===== src/rtl/fetch_unit_pkg.sv =====
// Shared constants and types for the instruction-fetch stage.
// Holds the NOP encoding, the default vectors and the per-edge action encoding.
package fetch_unit_pkg;

    localparam logic [31:0] NOP_INSTR            = 32'h0000_0013;
    localparam logic [31:0] DEFAULT_RESET_VECTOR = 32'h0000_0000;
    localparam logic [31:0] DEFAULT_TRAP_VECTOR  = 32'h0000_0100;
    localparam int          INSTR_W              = 32;

    typedef enum logic [1:0] {
        ACT_ADVANCE  = 2'd0,
        ACT_STALL    = 2'd1,
        ACT_REDIRECT = 2'd2
    } fetch_action_t;

    function automatic logic word_aligned(input logic [1:0] low_bits);
        return low_bits == 2'b00;
    endfunction

endpackage


===== src/rtl/fetch_unit_pc_register.sv =====
// Program counter register: async reset to a parameter value, enable, and
// a select between the sequential increment and an externally loaded target.
module pc_register #(
    parameter int              XLEN        = 32,
    parameter logic [XLEN-1:0] RESET_VALUE = '0
) (
    input  logic            clk,
    input  logic            reset,
    input  logic            en_i,
    input  logic            load_i,
    input  logic [XLEN-1:0] load_val_i,
    input  logic [XLEN-1:0] inc_val_i,
    output logic [XLEN-1:0] pc_o
);

    logic [XLEN-1:0] pc_q;
    logic [XLEN-1:0] pc_d;

    always_comb begin
        pc_d = pc_q;
        if (en_i) begin
            pc_d = load_i ? load_val_i : inc_val_i;
        end
    end

    always_ff @(posedge clk or posedge reset) begin
        if (reset) begin
            pc_q <= RESET_VALUE;
        end else begin
            pc_q <= pc_d;
        end
    end

    assign pc_o = pc_q;

endmodule


===== src/rtl/fetch_unit.sv =====
// Instruction-fetch stage: PC, imem word address, IF/ID register, redirect
// handling with misaligned-target trapping, and a retired-fetch counter.
module fetch_unit
    import fetch_unit_pkg::*;
#(
    parameter int              XLEN         = 32,
    parameter int              IMEM_AW      = 8,
    parameter logic [XLEN-1:0] RESET_VECTOR = XLEN'(DEFAULT_RESET_VECTOR),
    parameter logic [XLEN-1:0] TRAP_VECTOR  = XLEN'(DEFAULT_TRAP_VECTOR)
) (
    input  logic               clk,
    input  logic               reset,
    input  logic               stall_i,
    input  logic               redirect_i,
    input  logic [XLEN-1:0]    redirect_pc_i,
    output logic [IMEM_AW-1:0] imem_addr_o,
    input  logic [31:0]        imem_rdata_i,
    output logic               ifid_valid_o,
    output logic [XLEN-1:0]    ifid_pc_o,
    output logic [XLEN-1:0]    ifid_pc4_o,
    output logic [31:0]        ifid_instr_o,
    output logic               fault_o,
    output logic [XLEN-1:0]    fault_pc_o,
    output logic [XLEN-1:0]    fetch_cnt_o
);

    fetch_action_t action;
    logic          target_ok;
    logic          pc_en;
    logic          pc_load;
    logic [XLEN-1:0] pc_load_val;
    logic [XLEN-1:0] pc;
    logic [XLEN-1:0] pc_plus4;

    logic               ifid_valid_q, ifid_valid_d;
    logic [XLEN-1:0]    ifid_pc_q,    ifid_pc_d;
    logic [XLEN-1:0]    ifid_pc4_q,   ifid_pc4_d;
    logic [INSTR_W-1:0] ifid_instr_q, ifid_instr_d;
    logic               fault_q,      fault_d;
    logic [XLEN-1:0]    fault_pc_q,   fault_pc_d;
    logic [XLEN-1:0]    fetch_cnt_q,  fetch_cnt_d;

    // Redirect wins over stall: a taken branch squashes whatever caused the hazard.
    always_comb begin
        action = ACT_ADVANCE;
        if (redirect_i) begin
            action = ACT_REDIRECT;
        end else if (stall_i) begin
            action = ACT_STALL;
        end
    end

    assign target_ok   = word_aligned(redirect_pc_i[1:0]);
    assign pc_en       = (action != ACT_STALL);
    assign pc_load     = (action == ACT_REDIRECT);
    assign pc_load_val = target_ok ? redirect_pc_i : TRAP_VECTOR;
    assign pc_plus4    = pc + XLEN'(4);

    pc_register #(
        .XLEN        (XLEN),
        .RESET_VALUE (RESET_VECTOR)
    ) u_pc_register (
        .clk        (clk),
        .reset      (reset),
        .en_i       (pc_en),
        .load_i     (pc_load),
        .load_val_i (pc_load_val),
        .inc_val_i  (pc_plus4),
        .pc_o       (pc)
    );

    always_comb begin
        ifid_valid_d = ifid_valid_q;
        ifid_pc_d    = ifid_pc_q;
        ifid_pc4_d   = ifid_pc4_q;
        ifid_instr_d = ifid_instr_q;
        fault_d      = 1'b0;
        fault_pc_d   = fault_pc_q;
        fetch_cnt_d  = fetch_cnt_q;
        unique case (action)
            ACT_REDIRECT: begin
                ifid_valid_d = 1'b0;
                ifid_instr_d = NOP_INSTR;
                if (!target_ok) begin
                    fault_d    = 1'b1;
                    fault_pc_d = redirect_pc_i;
                end
            end
            ACT_STALL: begin
            end
            default: begin
                ifid_valid_d = 1'b1;
                ifid_pc_d    = pc;
                ifid_pc4_d   = pc_plus4;
                ifid_instr_d = imem_rdata_i;
                fetch_cnt_d  = fetch_cnt_q + XLEN'(1);
            end
        endcase
    end

    always_ff @(posedge clk or posedge reset) begin
        if (reset) begin
            ifid_valid_q <= 1'b0;
            ifid_pc_q    <= '0;
            ifid_pc4_q   <= '0;
            ifid_instr_q <= NOP_INSTR;
            fault_q      <= 1'b0;
            fault_pc_q   <= '0;
            fetch_cnt_q  <= '0;
        end else begin
            ifid_valid_q <= ifid_valid_d;
            ifid_pc_q    <= ifid_pc_d;
            ifid_pc4_q   <= ifid_pc4_d;
            ifid_instr_q <= ifid_instr_d;
            fault_q      <= fault_d;
            fault_pc_q   <= fault_pc_d;
            fetch_cnt_q  <= fetch_cnt_d;
        end
    end

    // Upper PC bits beyond the imem depth are dropped, so fetches alias.
    assign imem_addr_o  = pc[IMEM_AW+1:2];
    assign ifid_valid_o = ifid_valid_q;
    assign ifid_pc_o    = ifid_pc_q;
    assign ifid_pc4_o   = ifid_pc4_q;
    assign ifid_instr_o = ifid_instr_q;
    assign fault_o      = fault_q;
    assign fault_pc_o   = fault_pc_q;
    assign fetch_cnt_o  = fetch_cnt_q;

    // Both vectors must be word-aligned; a bad vector shows up here as a misaligned PC.
    a_pc_aligned: assert property (@(posedge clk) disable iff (reset) pc[1:0] == 2'b00);

endmodule


===== config.mk =====
export PLATFORM = sky130hd
export DESIGN_NAME = fetch_unit
export DESIGN_NICKNAME = d
export VERILOG_FILES = /design/src/rtl/fetch_unit_pkg.sv /design/src/rtl/fetch_unit_pc_register.sv /design/src/rtl/fetch_unit.sv
export SDC_FILE = /design/constraint.sdc
export NUM_CORES = 1
export LEC_CHECK = 0
export ABC_AREA = 1
export BUFFER_PORTS_ARGS = -buffer_cell sky130_fd_sc_hd__buf_2
export CORE_MARGIN = 1
export CORE_UTILIZATION = 54
export CTS_CLUSTER_DIAMETER = 80
export DETAILED_ROUTE_END_ITERATION = 6
export PLACE_DENSITY = 0.81
export SLEW_MARGIN = 20
export SYNTH_ARGS = -nofsm -noshare
export SYNTH_HDL_FRONTEND = slang
export SYNTH_HIERARCHICAL = 1
export SYNTH_SLANG_ARGS = --single-unit

===== constraint.sdc =====
create_clock -name clk -period 5.9 [get_ports clk]
set_input_delay 0.295 -clock clk [delete_from_list [all_inputs] [get_ports clk]]
set_output_delay 0.295 -clock clk [all_outputs]
set_load 0.05 [all_outputs]

==> impl_metrics.yaml <==
outcome:
  status: "finished with violations"
  violations: "negative hold slack"
clock_tree:
  cts.sinks: 192
  cts_tree: "done"
  worstSkewPairLatency_ns: 0.43
  hold_buffers: 0
  tritoncts.num_buffers: 17
  post_cts_resized: 0
  clk_path_buf_depth: 2
  cts-root-buf: "clkbuf_16"
  postCtsSetupRepairBufs: 0
  cts_max_level: 4
  clk_pin_slew_ns: 0.07
floorplan:
  core_um2: 16760
  rows: 47
  start_util: 0.5580
  die_height_um: 133.6
  dieWidth_um: 133.6
  ioPinCount: 238
  dieArea_um2: 17850
global_route:
  track_usage: 0.2733
  antenna_found_initial: 0
  grt_pass1_wl_mm: 38.40
  grt_max_degree: 93
  first_global_vias: 7717
  grt-ovfl-total: 0
synth:
  async_flop_share: 1.000
  synth-edff-count: 0
  ys_seq_area_frac: 0.5141
  synthTopCellsByArea: "dfrtp_1 51%, nand2_1 18%, inv_1 5.6%"
  netlist.area_leader.share: 0.5057
  syn_area_um2: 9353
  netlist_instances: 1148
  yosysMostFrequentCell: "nand2_1"
  synth_common_cells: "442 x nand2_1, 189 x dfrtp_1, 139 x inv_1, 71 x nor2_1, 59 x nand3_1"
  synth_area_leader_cell: "dfrtp_1"
  yosys_warnings: 6
  postSynthAreaPerCell_um2: 8.147
  synth_seq_cells: 192
  synth_cell_types: 35
  synthFlopType: "dfrtp_1"
route:
  antenna_left: 0
  drc: 0
  dr.pass1.iters: 5
  totalWireLength_mm: 23.31
  drt_iter0_markers: 587
  vias: 8104
  viasPerCell: 5.078
  wl_per_cell_um: 14.61
sta:
  timing.hold.ws_ns: -0.004892
  worst_pin_slew_ns: 0.8675
  fin_ws_ns: 3.695
  post-route-min-period_ns: 2.205
  grt_setup_unrepaired: "no"
  max_freq_mhz: 453.6
  setup_viol_count_final: 0
  max_slew_margin: 0.4217
  maxSlewViolCount: 0
  hold_viol: 4
  tns_ns: 0
  fin_crit_sh: 0.3737
  finClkSkew_ns: 0.009080
layout:
  nets: 1433
  fillers: 1404
  area_growth_pct: 19.44
  drive_gt1_frac: 0.2522
  post-route-util: 0.6665
  stdcell_area_um2: 11170
  n_antenna_cell: 0
placed_design:
  place_ws_ns: 3.282
  hpwl_mm: 16.58
  portBuffers: 237
  gp_congestion: 0.8877
  place_area_um2: 10600
pwr:
  max-vdd-ir-drop_mv: 0.2178
  total_leakage_power_nw: 6.310
  p_per_area_nw_per_um2: 334.3
flow_run:
  maxCapViolCount: 0
critical_path:
  end_kind: "flop"
  path_max_fanout: 83
  required_ns: 6.21
  critPathKind: "in2reg"
  setup.worst_path.start_class: "input port"
  arrival_ns: 2.51
worst_hold_path:
  min_path_type: "in2async"
[stage by stage]
stage | power (mW) | cells
CTS | 3.755 | 1596
global route | 3.897 | 1596
floorplan | 2.373 | 1149
detailed placement | 2.646 | 1564
finish | 3.734 | 1596
global placement | 2.628 | 1564
[registers in the layout, indices dropped and copies added (netlist names)]
signal / count
ifid_valid_o: 1
fault_pc_o: 32
ifid_pc_o: 32
ifid_pc4_o: 30
fetch_cnt_o: 32
ifid_instr_o: 32
fault_o: 1
u_pc_register/pc_o: 32
[logic make-up after synthesis]
kind of cell    after synthesis  share of synthesized area
buf+inv                     190                    0.08615
xor+xnor                     34                    0.03746
flops                       192                     0.5141
other cells                   1                  0.0004010
fa+ha+maj                     2                   0.002675
simple gates                655                     0.3065
compound gates               74                    0.05271
[layout make-up]
class,count,area (um2),area share
flip-flops and latches,192,4808,0.4304
multi-input cells,767,3750,0.3357
repair buffers,241,1216,0.1089
inverters,144,550.5,0.04928
clock buffers,18,439.2,0.03931
well taps,220,275.3,0.02464
clock inverters,14,131.4,0.01176
[where the power goes]
part,switching [mW],leakage [nW],internal [mW]
clock,0.512,0.270,0.599
sequential,0.140,2.45,1.47
combinational,0.787,3.59,0.228
total,1.44,6.31,2.29
[final timing paths]
| kind | startpoint | end | slack [ns] | cells after the start |
|---|---|---|---|---|
| min reg2reg | ifid_pc4_o[30] | ifid_pc4_o[30] | 0.48 | 2 |
| max in group asynchronous | reset | ifid_pc_o[12] | 4.46 | 3 |
| min | reset | u_pc_register/pc_o[5] | -0.005 | 3 |
| max reg2reg | u_pc_register/pc_o[2] | u_pc_register/pc_o[20] | 4.06 | 12 |
| min in group clk | imem_rdata_i[2] | ifid_instr_o[2] | 0.08 | 2 |
| max | redirect_i | ifid_instr_o[16] | 3.70 | 6 |
[per-layer routing]
layer | GRT usage | up-vias | wire [um]
met3 | 0.04795 | 37 | 1524
met1 | 0.3879 | 3798 | 10540
met4 | 0.1080 | 0 | 597
met5 | 0 | - | 0
met2 | 0.4175 | 332 | 10650
li1 | - | 3937 | -
[cells in the final DEF, fill, tap and decap left out, drive strengths merged, types with 4 or more instances in the layout]
cell      Yosys  routed
inv         144     148
a22o         29      29
o21ai        41      41
nand3        61      61
nand4         9       9
xnor2        16      16
clkinv        0       5
nor2         94      94
dfrtp       189     189
buf          27     241
clkbuf       19      18
nor3          5       5
xor2         18      18
nand3b        9       9
clkinvlp      0       4
nand2       474     474
[critical path, stage by stage]
cell     delay [ns]
buf_2          0.50
inv_2          0.13
nand2_4        0.60
inv_2          0.13
buf_4          0.41
a22o_1         0.31
(Power assumes the default switching activity.)
